## config.mk

```make
export PLATFORM = sky130hd
export DESIGN_NAME = fetch_sequencer
export DESIGN_NICKNAME = d
export VERILOG_FILES = /design/src/rtl/fetch_sequencer.sv
export SDC_FILE = /design/constraint.sdc
export NUM_CORES = 1
export LEC_CHECK = 0
export ABC_CLOCK_PERIOD_IN_PS = 3200
export CORE_ASPECT_RATIO = 0.5
export CORE_MARGIN = 5
export CORE_UTILIZATION = 30
export DETAILED_ROUTE_END_ITERATION = 6
export PLACE_DENSITY = 0.6
export SYNTH_ARGS = -nofsm -noshare
export SYNTH_HDL_FRONTEND = slang
export SYNTH_SLANG_ARGS = --single-unit
```

## constraint.sdc

```tcl
create_clock -name i_clk -period 3.2 [get_ports i_clk]
set_input_delay 0.32 -clock i_clk [delete_from_list [all_inputs] [get_ports i_clk]]
set_output_delay 0.32 -clock i_clk [all_outputs]
set_load 0.005 [all_outputs]
```

## src/rtl/fetch_sequencer.sv

```systemverilog
// Fetch front end: owns the PC, fetches opcode (+ optional immediate) over a req/ready port, issues {opcode, imm} to decode.
// Zero-wait: 2 cycles per plain instruction, 3 with immediate; FETCH_SEQ_PERF_EN adds saturating issue/stall counters.
module fetch_sequencer #(
    parameter logic [15:0] RESET_PC = 16'h0000,
    parameter int          IMM_BIT  = 11
) (
    input  logic        i_clk,
    input  logic        i_rst,
    output logic        o_mem_req,
    output logic [15:0] o_mem_addr,
    input  logic        i_mem_ready,
    input  logic [15:0] i_mem_rdata,
    output logic        o_out_valid,
    input  logic        i_out_ready,
    output logic [31:0] o_out_instr,
    output logic [15:0] o_out_pc,
    output logic [15:0] o_out_next_pc,
    input  logic        i_redirect_valid,
    input  logic [15:0] i_redirect_addr,
    input  logic        i_halt
`ifdef FETCH_SEQ_PERF_EN
    ,
    output logic [31:0] o_perf_issued,
    output logic [31:0] o_perf_stall
`endif
);

    typedef enum logic [1:0] {FETCH_OP, FETCH_IMM, ISSUE, IDLE} state_t;

    state_t      r_state;
    state_t      w_state_nxt;
    logic [15:0] r_pc;
    logic        r_mem_req;
    logic [15:0] r_mem_addr;
    logic        r_flush_pending;
    logic [15:0] r_opcode;
    logic [15:0] r_imm;
    logic        r_has_imm;

    logic        w_mem_fire;
    logic        w_mem_open;
    logic        w_drop;
    logic        w_issue_fire;
    logic [15:0] w_next_pc;
    logic [15:0] w_pc_nxt;
    logic        w_mem_req_nxt;
    logic [15:0] w_mem_addr_nxt;

    assign w_mem_fire   = r_mem_req & i_mem_ready;
    assign w_mem_open   = r_mem_req & ~i_mem_ready;
    assign w_drop       = r_flush_pending | i_redirect_valid;
    assign w_issue_fire = o_out_valid & i_out_ready;
    assign w_next_pc    = r_pc + (r_has_imm ? 16'd2 : 16'd1);
    assign w_pc_nxt     = i_redirect_valid ? i_redirect_addr :
                          (w_issue_fire ? w_next_pc : r_pc);

    always_ff @(posedge i_clk or posedge i_rst) begin
        if (i_rst) begin
            r_state <= FETCH_OP;
        end else begin
            r_state <= w_state_nxt;
        end
    end

    always_comb begin
        w_state_nxt = r_state;
        case (r_state)
            FETCH_OP: begin
                if (w_mem_fire && !w_drop) begin
                    w_state_nxt = i_mem_rdata[IMM_BIT] ? FETCH_IMM : ISSUE;
                end
            end
            FETCH_IMM: begin
                if (w_mem_fire) begin
                    w_state_nxt = w_drop ? FETCH_OP : ISSUE;
                end
            end
            ISSUE: begin
                if (i_redirect_valid || i_out_ready) begin
                    w_state_nxt = i_halt ? IDLE : FETCH_OP;
                end
            end
            IDLE: begin
                if (!i_halt) begin
                    w_state_nxt = FETCH_OP;
                end
            end
            default: w_state_nxt = FETCH_OP;
        endcase
    end

    // An open request keeps its address even when a redirect moves the PC underneath it.
    always_comb begin
        o_out_valid    = (r_state == ISSUE) && !i_redirect_valid;
        w_mem_req_nxt  = (w_state_nxt == FETCH_OP) || (w_state_nxt == FETCH_IMM);
        w_mem_addr_nxt = (w_state_nxt == FETCH_IMM) ? (w_pc_nxt + 16'd1) : w_pc_nxt;
        if (w_mem_open) begin
            w_mem_addr_nxt = r_mem_addr;
        end
    end

    always_ff @(posedge i_clk or posedge i_rst) begin
        if (i_rst) begin
            r_pc            <= RESET_PC;
            r_mem_req       <= 1'b0;
            r_mem_addr      <= RESET_PC;
            r_flush_pending <= 1'b0;
            r_opcode        <= 16'h0000;
            r_imm           <= 16'h0000;
            r_has_imm       <= 1'b0;
        end else begin
            r_pc       <= w_pc_nxt;
            r_mem_req  <= w_mem_req_nxt;
            r_mem_addr <= w_mem_addr_nxt;
            if (w_mem_fire) begin
                r_flush_pending <= 1'b0;
            end else if (i_redirect_valid && w_mem_open) begin
                r_flush_pending <= 1'b1;
            end
            if (i_redirect_valid) begin
                r_opcode  <= 16'h0000;
                r_imm     <= 16'h0000;
                r_has_imm <= 1'b0;
            end else if (w_mem_fire && !r_flush_pending) begin
                if (r_state == FETCH_OP) begin
                    r_opcode  <= i_mem_rdata;
                    r_imm     <= 16'h0000;
                    r_has_imm <= i_mem_rdata[IMM_BIT];
                end else if (r_state == FETCH_IMM) begin
                    r_imm <= i_mem_rdata;
                end
            end
        end
    end

    assign o_mem_req     = r_mem_req;
    assign o_mem_addr    = r_mem_addr;
    assign o_out_instr   = {r_opcode, r_imm};
    assign o_out_pc      = r_pc;
    assign o_out_next_pc = w_next_pc;

`ifdef FETCH_SEQ_PERF_EN
    logic [31:0] r_perf_issued;
    logic [31:0] r_perf_stall;

    always_ff @(posedge i_clk or posedge i_rst) begin
        if (i_rst) begin
            r_perf_issued <= 32'd0;
            r_perf_stall  <= 32'd0;
        end else begin
            if (w_issue_fire && (r_perf_issued != 32'hFFFF_FFFF)) begin
                r_perf_issued <= r_perf_issued + 32'd1;
            end
            if (w_mem_open && (r_perf_stall != 32'hFFFF_FFFF)) begin
                r_perf_stall <= r_perf_stall + 32'd1;
            end
        end
    end

    assign o_perf_issued = r_perf_issued;
    assign o_perf_stall  = r_perf_stall;
`else
    // Default build carries no counters.
`endif

endmodule

```

Yosys cells after proc, flatten, opt, wreduce, memory -nomap -nowiden
Cells that the tools add are included.
Operators by class
  add/subtract/negate cells: 2
  equal/unequal tests: 4
  multiplexer cells: 24
  bitwise logic cells: 5
  reduce and logical (&&, ||, !) cells: 17
Operator list (count)
  two-way mux 16 bit: 10
  adder 16 x 1 -> 16 bit (second input constant): 1
  adder 16 x 2 -> 16 bit: 1
  two-way mux 2 bit: 8
  one-hot mux 2 bit (4 select lines): 1
  nonzero test 2 bit: 3
  two-way mux 1 bit: 5
  == test 2 x 1 -> 1 bit (second input constant): 2
  == test 2 bit (second input constant): 2
  logical AND 1 bit: 4
  zero test 2 bit: 2
  AND reduction 2 bit: 2
  AND 1 bit: 3
  zero test 1 bit: 3
  nonzero test 3 bit: 1
  logical OR 1 bit: 2
  NOT 1 bit: 1
  bitwise OR 1 bit: 1
Word-level totals
  register bits after elaboration: 69
  input bits: 38

Longest topological paths before layout
  depth after elaboration: 7
  depth in mapped cells: 11

Worst setup path before layout
OpenSTA, ideal clock, no wires.
  path kind: register to register
  from: register, netlist name r_opcode[11]
  to: register r_mem_addr[15], in the netlist o_mem_addr[15]
  arrival: 2833 ps
  required time: 3118 ps
  path slack: 285 ps
  cell stages (with the launch flop): 12
  path buffers: 1
  cell sequence: dfrtp_1 > inv_1 > ha_1 > fa_1 > nand3_1 > clkbuf_1 > o31ai_1 > a31oi_4 > and2_4 > nand4_4 > or4_1 > a31oi_1
RTL lines
  to (signal assigned): line 114  | r_mem_addr <= w_mem_addr_nxt;
  to (decl): line 34  | logic [15:0] r_mem_addr;

==> results.json <==
{
  "chipWidth_um": 170,
  "cp_max_fo": 10,
  "place.gp.congestion": 0.792,
  "grt_pass1_vias": 3547,
  "insertion_delay_ps": 320,
  "setup_violations": 0,
  "slew_headroom_pct": 40.6,
  "cts_made_buffers": 9,
  "p_leak_nw": 2.22,
  "initial_core_util_pct": 30.4,
  "vias": 3494,
  "fin_worst_skew_ps": 4.98,
  "clk_pin_slew_ps": 60,
  "crit_required_ps": 2880,
  "syn_nets": 469,
  "drt-total-wl_um": 11900,
  "ys_seq_area_share_pct": 44.4,
  "fp.dieH_um": 89.9,
  "synthTopCellsByArea": "dfrtp_1, nand2_1, a21oi_1",
  "yosys.cell_types.count": 59,
  "syn_area_um2": 3830,
  "dr.pass1.iters": 4,
  "ant_nets": 0,
  "h-tree-depth": 3,
  "fin_nets": 592,
  "peakVddDrop_v": 0.000311,
  "grt_max_degree": 69,
  "crit_family": "buffers and inverters",
  "yosysWarnings": 0,
  "tightest_slew_ps": 891,
  "min_period_over_period_pct": 95.6,
  "start_kind": "flip-flop",
  "portBuffers": 119,
  "dieArea_um2": 15300,
  "num_rows": 29,
  "cts_tree": "yes",
  "crit_buf_inv": 3,
  "drive_above_1_share_pct": 12.4,
  "ys_seq_elements": 68,
  "dp_hpwl_um": 8770,
  "synth_area_leader_cell": "dfrtp_1",
  "worst_ep_arrival_time_ps": 2740,
  "syn_avg_cell_area_um2": 8.97,
  "crit_path_max_incr_delay_ps": 510,
  "clockBufferDepth": 2,
  "final_cells": 725,
  "drc": 0,
  "fin_setup_tns_ps": 0,
  "ys_async_sr_fraction_pct": 100,
  "clock.fmax_ghz": 0.327,
  "final_hold_viol_count": 0,
  "crit_type": "reg2out",
  "end_kind": "output pin",
  "crit_chain": "inv_1 > ha_2 > fa_2 > nand3_1 > buf_4 > or2_2 > nor2_1 > xor2_1 > clkdlybuf4s50_1",
  "grt-ovfl-total": 0,
  "status": "finished, final reports clean",
  "synth_edf_count": 0,
  "cts.sinks": 68,
  "cpMaxStageDelayCell": "clkdlybuf4s50_1",
  "fp.coreArea_um2": 12600,
  "min_period_ps": 3060,
  "cap_violations": 0,
  "yosys_most_used_dff": "dfrtp_1",
  "hold_class": "in2reg",
  "vias_per_cell": 4.82,
  "placed_cells": 707,
  "clockRootBuffer": "clkbuf_16",
  "p_per_area_nw_per_um2": 630,
  "n_antenna_cell": 0,
  "grt_pass1_wl_um": 19400,
  "routedWlPerCell_um": 16.4,
  "netlist_instances": 427,
  "antenna_found_initial": 0,
  "synth_top_cell_area_share_pct": 44.4,
  "drtIter0Drc": 209,
  "slew_viol_final": 0,
  "ioPinCount": 120,
  "syn2layout_area_growth_pct": 46.0,
  "grt_util_all_layers_pct": 15.6
}
==> final timing paths <==
check / start / to / slack [ps] / depth (start not counted)
max in group asynchronous: i_rst / r_opcode[11]$_DFFE_PP0P_ / 2000 / 3
min in group asynchronous: i_rst / o_mem_addr[14]$_DFFE_PP0N_ / 580 / 3
worst min register to register: r_imm[10]$_DFFE_PP0P_ / r_imm[10]$_DFFE_PP0P_ / 520 / 2
worst min-delay path: i_redirect_valid / r_state[0]$_DFF_PP0_ / 480 / 3
worst max register to register: o_out_pc[1]$_DFF_PP0_ / o_mem_addr[15]$_DFFE_PP0N_ / 180 / 8
worst max-delay path: r_opcode[11]$_DFFE_PP0P_ / o_out_next_pc[10] / 140 / 9
==> worst min-delay path, delay by kind of cell <==
| kind | cells | cell delay [ps] |
|---|---|---|
| buffers and inverters | 1 | 200 |
| AOI/OAI and AO/OA | 1 | 130 |
| and+or+nand+nor | 1 | 110 |
==> metrics by stage <==
step	util [%]	instance area, µm²	hold WS (ps)	power [mW]	worst slack, ps
5_1_grt	44.4	5590	507	3.72	-7.35
3_5_place_dp	41.4	5220	513	2.42	146
3_3_place_gp	41.4	5220	505	2.42	193
4_1_cts	44.1	5560	464	3.56	15.7
2_1_floorplan	-	3830	406	1.78	285
6_report	44.4	5590	483	3.52	141
==> metal layers <==
layer	track usage [%]	vias to the layer above	share of wire [%]
met5	0	-	0
met4	3.62	0	0.79
met3	3.24	6	5.0
met2	24.4	103	46
met1	22.1	1664	48
li1	-	1721	-
==> what timing repair did <==
item	4_1_cts	5_1_grt
hold buffers	0	0
gates resized for setup	1	7
setup endpoints to repair	2	7
pin swaps	0	2
setup buffers	0	2
==> Yosys cell counts, drive strengths merged, types with 6 or more instances <==
cell / count
nand4: 6
a21oi: 52
mux2i: 6
o21ai: 11
nand3: 27
inv: 10
clkbuf: 20
nand2: 79
xor2: 15
nor2: 32
buf: 10
a31oi: 6
xnor2: 14
nor4: 6
dfrtp: 68
==> cell type report <==
class,count,area [µm²]
Clock buffer,13,270
Inverter,10,37.5
Clock inverter,3,67.6
Tap cell,170,213
Multi-Input combinational cell,319,1930
Timing Repair Buffer,142,1360
Sequential cell,68,1700
Fill cell,1260,7000
==> placed cells by master, fill, tap and decap left out, drive strengths merged, types with 2 or more instances in the layout <==
cell	Yosys	layout
a211oi	2	2
a21oi	52	52
a31oi	6	6
and2b	2	2
buf	10	24
bufinv	0	2
clkbuf	20	13
clkdlybuf4s50	0	116
dfrtp	68	68
dlymetal6s2s	0	2
ha	3	3
inv	10	10
mux2i	6	6
nand2	79	79
nand2b	4	4
nand3	27	27
nand3b	3	3
nand4	6	6
nor2	32	32
nor2b	4	4
nor3	5	5
nor4	6	6
o211ai	3	3
o21ai	11	11
o31a	3	3
o31ai	4	4
or2	5	5
or3	5	5
or4	4	4
or4b	2	2
xnor2	14	14
xor2	15	15
==> state kept, by name, summed over array words and instances, names as in the netlist <==
name and cells:
o_mem_addr 16, r_flush_pending 1, o_mem_req 1, r_imm 16, r_opcode 16, r_state 2, o_out_pc 16
==> power breakdown <==
group / internal (mW) / total, mW / switching [mW] / leakage [nW]
registers: 1.03 / 1.18 / 0.157 / 0.863
logic: 0.630 / 1.22 / 0.595 / 1.20
clock network: 0.747 / 1.11 / 0.367 / 0.162
total: 2.40 / 3.52 / 1.12 / 2.22
==> logic make-up after synthesis <==
kind of cell               share of synthesized area [%]
DFF                                                 44.4
muxes                                               1.86
and+or+nand+nor                                     25.1
AOI/OAI and AO/OA                                   15.0
xor gates and xnor gates                            6.63
adders and majority gates                           1.50
buffers and inverters                               5.42
(Power assumes the default switching activity.)
==> edit 1 (same flow settings) <==
The option `FETCH_SEQ_PERF_EN` is turned on by a define.
--- a/src/rtl/fetch_sequencer.sv
+++ b/src/rtl/fetch_sequencer.sv
@@ -2,2 +2,4 @@
 // Zero-wait: 2 cycles per plain instruction, 3 with immediate; FETCH_SEQ_PERF_EN adds saturating issue/stall counters.
+`define FETCH_SEQ_PERF_EN
+
 module fetch_sequencer #(
Formal check against the unedited RTL (old outputs only; new: o_perf_issued and o_perf_stall): equivalent (Yosys induction, for registers that start in step).
==> edit 1 against the original RTL <==
Sequential cell count is 64 higher; maximum frequency grew 0.24%; area after synthesis is 71% higher; die area grew 64%; synthesized cell count rose by 46%; combinational power grew 16%; power increased by 64%; count of clock-buffer cells in the layout is 8 higher; worst setup slack better by 7.3 ps; core utilization about the same; hold slack got worse by 31 ps; routed wire length increased by 57%; global-route usage fell by 0.42 points; design area up 71%; highest routed layer unchanged.
==> edit 1: results (changes against the original RTL) <==
<table>
<tr><th>Metric</th><th>Value</th></tr>
<tr><th colspan="2">GRT</th></tr>
<tr><td>Pin count of the biggest net entering global routing</td><td>133 (was 69)</td></tr>
<tr><td>Global-route wire length before repair</td><td>30,100 µm (was 19,400 µm)</td></tr>
<tr><td>Met3 Use GR</td><td>0.0439 (was 0.0324)</td></tr>
<tr><td>Aggregate global-route resource usage</td><td>0.151 (was 0.156)</td></tr>
<tr><td>Global routing usage on met2</td><td>0.261 (was 0.244)</td></tr>
<tr><th colspan="2">Timing</th></tr>
<tr><td>Remaining max-slew budget at the tightest pin</td><td>0.126 (was 0.406)</td></tr>
<tr><th colspan="2">Place</th></tr>
<tr><td>Number of cells in the design after placement</td><td>1,104 (was 707)</td></tr>
<tr><td>Port buffer count</td><td>183 (was 119)</td></tr>
<tr><th colspan="2">Setup path</th></tr>
<tr><td>Reg2Reg Setup Slack</td><td>240 ps (was 180 ps)</td></tr>
<tr><td>Max Fanout on Critical Path</td><td>8 (was 10)</td></tr>
<tr><td>Launch point of the worst reg-to-reg path</td><td>r_opcode[11]$_DFFE_PP0P_ (was o_out_pc[1]$_DFF_PP0_)</td></tr>
<tr><th colspan="2">Clocking</th></tr>
<tr><td>H-tree depth</td><td>4 (was 3)</td></tr>
<tr><th colspan="2">Detailed routing</th></tr>
<tr><td>Wire length per cell after detailed routing</td><td>16.5 µm (was 16.4 µm)</td></tr>
<tr><th colspan="2">Logic synthesis</th></tr>
<tr><td>Synth area leaders</td><td>sky130_fd_sc_hd__dfrtp_1, sky130_fd_sc_hd__xnor2_1, sky130_fd_sc_hd__xor2_1 (was sky130_fd_sc_hd__dfrtp_1, sky130_fd_sc_hd__nand2_1, sky130_fd_sc_hd__a21oi_1)</td></tr>
<tr><td>Part of the Yosys area used for sequential elements</td><td>0.505 (was 0.444)</td></tr>
<tr><td>Cell count after synthesis</td><td>624 (was 427)</td></tr>
<tr><td>Syn Nets</td><td>668 (was 469)</td></tr>
<tr><th colspan="2">Status</th></tr>
<tr><td>Run status</td><td>finished clean (unchanged)</td></tr>
<tr><th colspan="2">Cells and area</th></tr>
<tr><td>Layout fillers</td><td>2,030 (was 1,260)</td></tr>
<tr><td>Share of layout cells above drive strength 1</td><td>0.105 (was 0.124)</td></tr>
</table>
[edit 1: how the worst max path moves through the flow]
stage          slack, ps                startpoint                         end
3_3_place_gp         230          i_redirect_valid  o_mem_addr[14]$_DFFE_PP0N_
3_5_place_dp         150          i_redirect_valid  o_mem_addr[12]$_DFFE_PP0N_
6_report             150  r_opcode[11]$_DFFE_PP0P_           o_out_next_pc[14]
5_1_grt               -4  r_opcode[11]$_DFFE_PP0P_           o_out_next_pc[14]
2_1_floorplan        320  r_opcode[11]$_DFFE_PP0P_  o_mem_addr[12]$_DFFE_PP0N_
4_1_cts                8  r_opcode[11]$_DFFE_PP0P_           o_out_next_pc[12]
[edit 1: repair_timing]
| item | 4_1_cts | 5_1_grt |
|---|---|---|
| pin swaps | 0 | 2 |
| hold buffers | 0 | 0 |
| resized for setup | 2 | 11 |
| endpoints found under the setup margin | 2 | 7 |
| setup buffers | 0 | 1 |
| gates cloned | 0 | 0 |
[edit 1: worst min-delay path: stages]
cell,delay [ps]
sky130_fd_sc_hd__clkdlybuf4s50_1,440
sky130_fd_sc_hd__clkinvlp_4,90
sky130_fd_sc_hd__buf_12,500
[edit 1: layer usage]
layer,vias to the layer above,share of wire
li1,2638,-
met1,2704,0.44
met2,83,0.51
met3,15,0.041
met4,0,0.014
met5,-,0
[edit 1: area by class of cell]
class / count / area, µm² / share of cell area
clock buffers: 21 / 480 / 0.0502
clock inverters: 11 / 196 / 0.0205
inverters: 16 / 63.8 / 0.00667
multi-input cells: 448 / 3110 / 0.325
flip-flops and latches: 132 / 3300 / 0.345
well taps: 300 / 375 / 0.0392
repair buffers: 209 / 2040 / 0.213
[edit 1: power groups by stage]
stage	clock network [mW]	registers, mW	logic (mW)
3_5_place_dp	0	2.16	1.42
2_1_floorplan	0	2.10	0.637
4_1_cts	2.28	2.13	1.43
6_report	2.22	2.13	1.41
3_3_place_gp	0	2.15	1.40
5_1_grt	2.35	2.17	1.55
[edit 1: kinds of logic (layout without fill, tap and decap cells)]
| family | count (synthesis) | in the layout | synth area share |
|---|---|---|---|
| xor+xnor | 85 | 85 | 0.114 |
| simple gates | 258 | 258 | 0.218 |
| fa+ha+maj | 6 | 6 | 0.0126 |
| mux | 13 | 13 | 0.0203 |
| buf+inv | 44 | 257 | 0.0287 |
| flops | 132 | 132 | 0.505 |
| compound gates | 86 | 86 | 0.102 |
[edit 1: metrics by stage]
stage / util / instance area [µm²] / hold slack (ps) / power [mW]
3_5_place_dp: 0.410 / 8840 / 474 / 3.58
2_1_floorplan: - / 6550 / 406 / 2.74
6_report: 0.444 / 9570 / 452 / 5.77
3_3_place_gp: 0.410 / 8840 / 468 / 3.56
4_1_cts: 0.442 / 9520 / 487 / 5.84
5_1_grt: 0.444 / 9570 / 500 / 6.07
==> edit 2 (config.mk and constraints unchanged) <==
Without the edit above. The 4 states of `state_t` get a one-hot encoding in 4 bits.
--- a/src/rtl/fetch_sequencer.sv
+++ b/src/rtl/fetch_sequencer.sv
@@ -27,3 +27,3 @@
 
-    typedef enum logic [1:0] {FETCH_OP, FETCH_IMM, ISSUE, IDLE} state_t;
+    typedef enum logic [3:0] {FETCH_OP = 4'b0001, FETCH_IMM = 4'b0010, ISSUE = 4'b0100, IDLE = 4'b1000} state_t;
 
Check against the original RTL: no difference found for any inputs over 4 cycles, from zero or initial values and one cycle with i_rst high; so few cycles prove little.
==> edit 2 against the original RTL <==
Worst setup slack lost 120 ps; area after synthesis increased by 3.3%; critical path type unchanged; highest routed layer unchanged; power up 4.0%; sequential share of layout area shrank 0.80 points; critical endpoint is now o_out_next_pc[12]; synthesized cell count grew 5.2%; core utilization is 1.9 points higher; design area is 5.7% higher; largest cell class unchanged; register-to-register slack got worse by 120 ps; sequential cell count is 2 higher; largest power group unchanged; routed wire length up 4.5%.
==> edit 2: results (changes against the original RTL) <==
<table>
<tr><th>Metric</th><th>Value</th></tr>
<tr><th colspan="2">Status</th></tr>
<tr><td>Run status</td><td>finished clean (unchanged)</td></tr>
<tr><th colspan="2">Setup path</th></tr>
<tr><td>Number of cells traversed by the worst register-to-register path</td><td>11 (was 8)</td></tr>
<tr><td>Max Fanout on Critical Path</td><td>6 (was 10)</td></tr>
<tr><td>Setup crit end</td><td>o_out_next_pc[12] (was o_out_next_pc[10])</td></tr>
<tr><td>Destination of the worst register-to-register timing path</td><td>o_mem_addr[13]$_DFFE_PP0N_ (was o_mem_addr[15]$_DFFE_PP0N_)</td></tr>
<tr><td>Reg2Reg Setup Slack</td><td>60 ps (was 180 ps)</td></tr>
<tr><td>Slowest Stage Delay on Critical Path</td><td>530 ps (was 510 ps)</td></tr>
<tr><th colspan="2">Timing</th></tr>
<tr><td>Worst slew pin tran</td><td>660 ps (was 891 ps)</td></tr>
<tr><td>Worst clock skew</td><td>9.90 ps (was 4.98 ps)</td></tr>
<tr><th colspan="2">Place</th></tr>
<tr><td>Number of cells in the design after placement</td><td>735 (was 707)</td></tr>
<tr><th colspan="2">GRT</th></tr>
<tr><td>Global-route wire length before repair</td><td>20,300 µm (was 19,400 µm)</td></tr>
<tr><td>Pin count of the biggest net entering global routing</td><td>71 (was 69)</td></tr>
<tr><th colspan="2">Power and ir drop</th></tr>
<tr><td>Leakage power summed over all cells</td><td>2.31 nW (was 2.22 nW)</td></tr>
<tr><td>Maximum VDD drop</td><td>243 µV (was 311 µV)</td></tr>
<tr><th colspan="2">Logic synthesis</th></tr>
<tr><td>Adder and majority gate portion of the synthesized area</td><td>0.0145 (was 0.0150)</td></tr>
<tr><td>Yosys top cell area share</td><td>0.436 (was 0.444)</td></tr>
<tr><td>Syn Area/Cell</td><td>8.81 µm² (was 8.97 µm²)</td></tr>
<tr><td>Complex-gate fraction of the synthesized area</td><td>0.150 (about the same)</td></tr>
<tr><td>Synth area leaders</td><td>sky130_fd_sc_hd__dfrtp_1, sky130_fd_sc_hd__nand2_1, sky130_fd_sc_hd__a21oi_1 (unchanged)</td></tr>
<tr><th colspan="2">Cells and area</th></tr>
<tr><td>Layout fillers</td><td>1,271 (was 1,260)</td></tr>
<tr><td>Share of layout cells above drive strength 1</td><td>0.135 (was 0.124)</td></tr>
<tr><td>Final #Nets</td><td>624 (was 592)</td></tr>
<tr><td>Number of standard cells in the layout, taps in and fillers out</td><td>756 (was 725)</td></tr>
<tr><th colspan="2">Detailed routing</th></tr>
<tr><td>Drt first pass iters</td><td>5 (was 4)</td></tr>
<tr><th colspan="2">Hold path</th></tr>
<tr><td>Path class of the lowest-slack min-delay path</td><td>primary input to asynchronous set/reset pin (was primary input to flop)</td></tr>
</table>
## edit 2: layer usage
layer | up-vias | routed length [µm] | track usage
met3 | 5 | 723 | 0.0460
met4 | 0 | 75 | 0.0307
met1 | 1816 | 5760 | 0.214
li1 | 1849 | - | -
met2 | 99 | 5910 | 0.261
met5 | - | 0 | 0
## edit 2: report_power, final
part	switching [mW]	leakage [nW]	internal [mW]
combinational	0.637	1.27	0.651
clock	0.387	0.165	0.781
sequential	0.153	0.876	1.05
## edit 2: kinds of logic (layout without fill, tap and decap cells)
group / Yosys count / in the layout
and+or+nand+nor: 195 / 195
xor gates and xnor gates: 30 / 30
buffers and inverters: 45 / 182
muxes: 9 / 9
AOI/OAI and AO/OA: 96 / 96
DFF: 70 / 70
adders and majority gates: 4 / 4
## edit 2: cell type report
cell class                      instances  area [µm²]  share of cell area
Clock buffer                           10         239              0.0404
Clock inverter                          5         106              0.0180
Inverter                               16        60.1              0.0102
Multi-Input combinational cell        334        2100               0.355
Sequential cell                        70        1750               0.297
Tap cell                              170         213              0.0360
Timing Repair Buffer                  151        1440               0.244
## edit 2: metrics by stage
| stage | hold WS [ps] | area [µm²] | setup TNS, ps | utilization | setup slack (ps) |
|---|---|---|---|---|---|
| floorplan | 406 | 3980 | 0 | - | 14.8 |
| global placement | 500 | 5460 | 0 | 0.427 | 104 |
| detailed placement | 500 | 5460 | -2.06 | 0.427 | -2.06 |
| CTS | 406 | 5850 | 0 | 0.458 | 8.10 |
| global route | 440 | 5910 | -433 | 0.463 | -79.6 |
| finish | 395 | 5910 | 0 | 0.463 | 22.4 |
## edit 2: repair_timing
| action | in CTS | in global routing |
|---|---|---|
| endpoints found under the setup margin | 7 | 11 |
| hold buffers | 0 | 0 |
| pin swaps | 4 | 4 |
| buffers inserted | 3 | 3 |
| resized for setup | 3 | 8 |
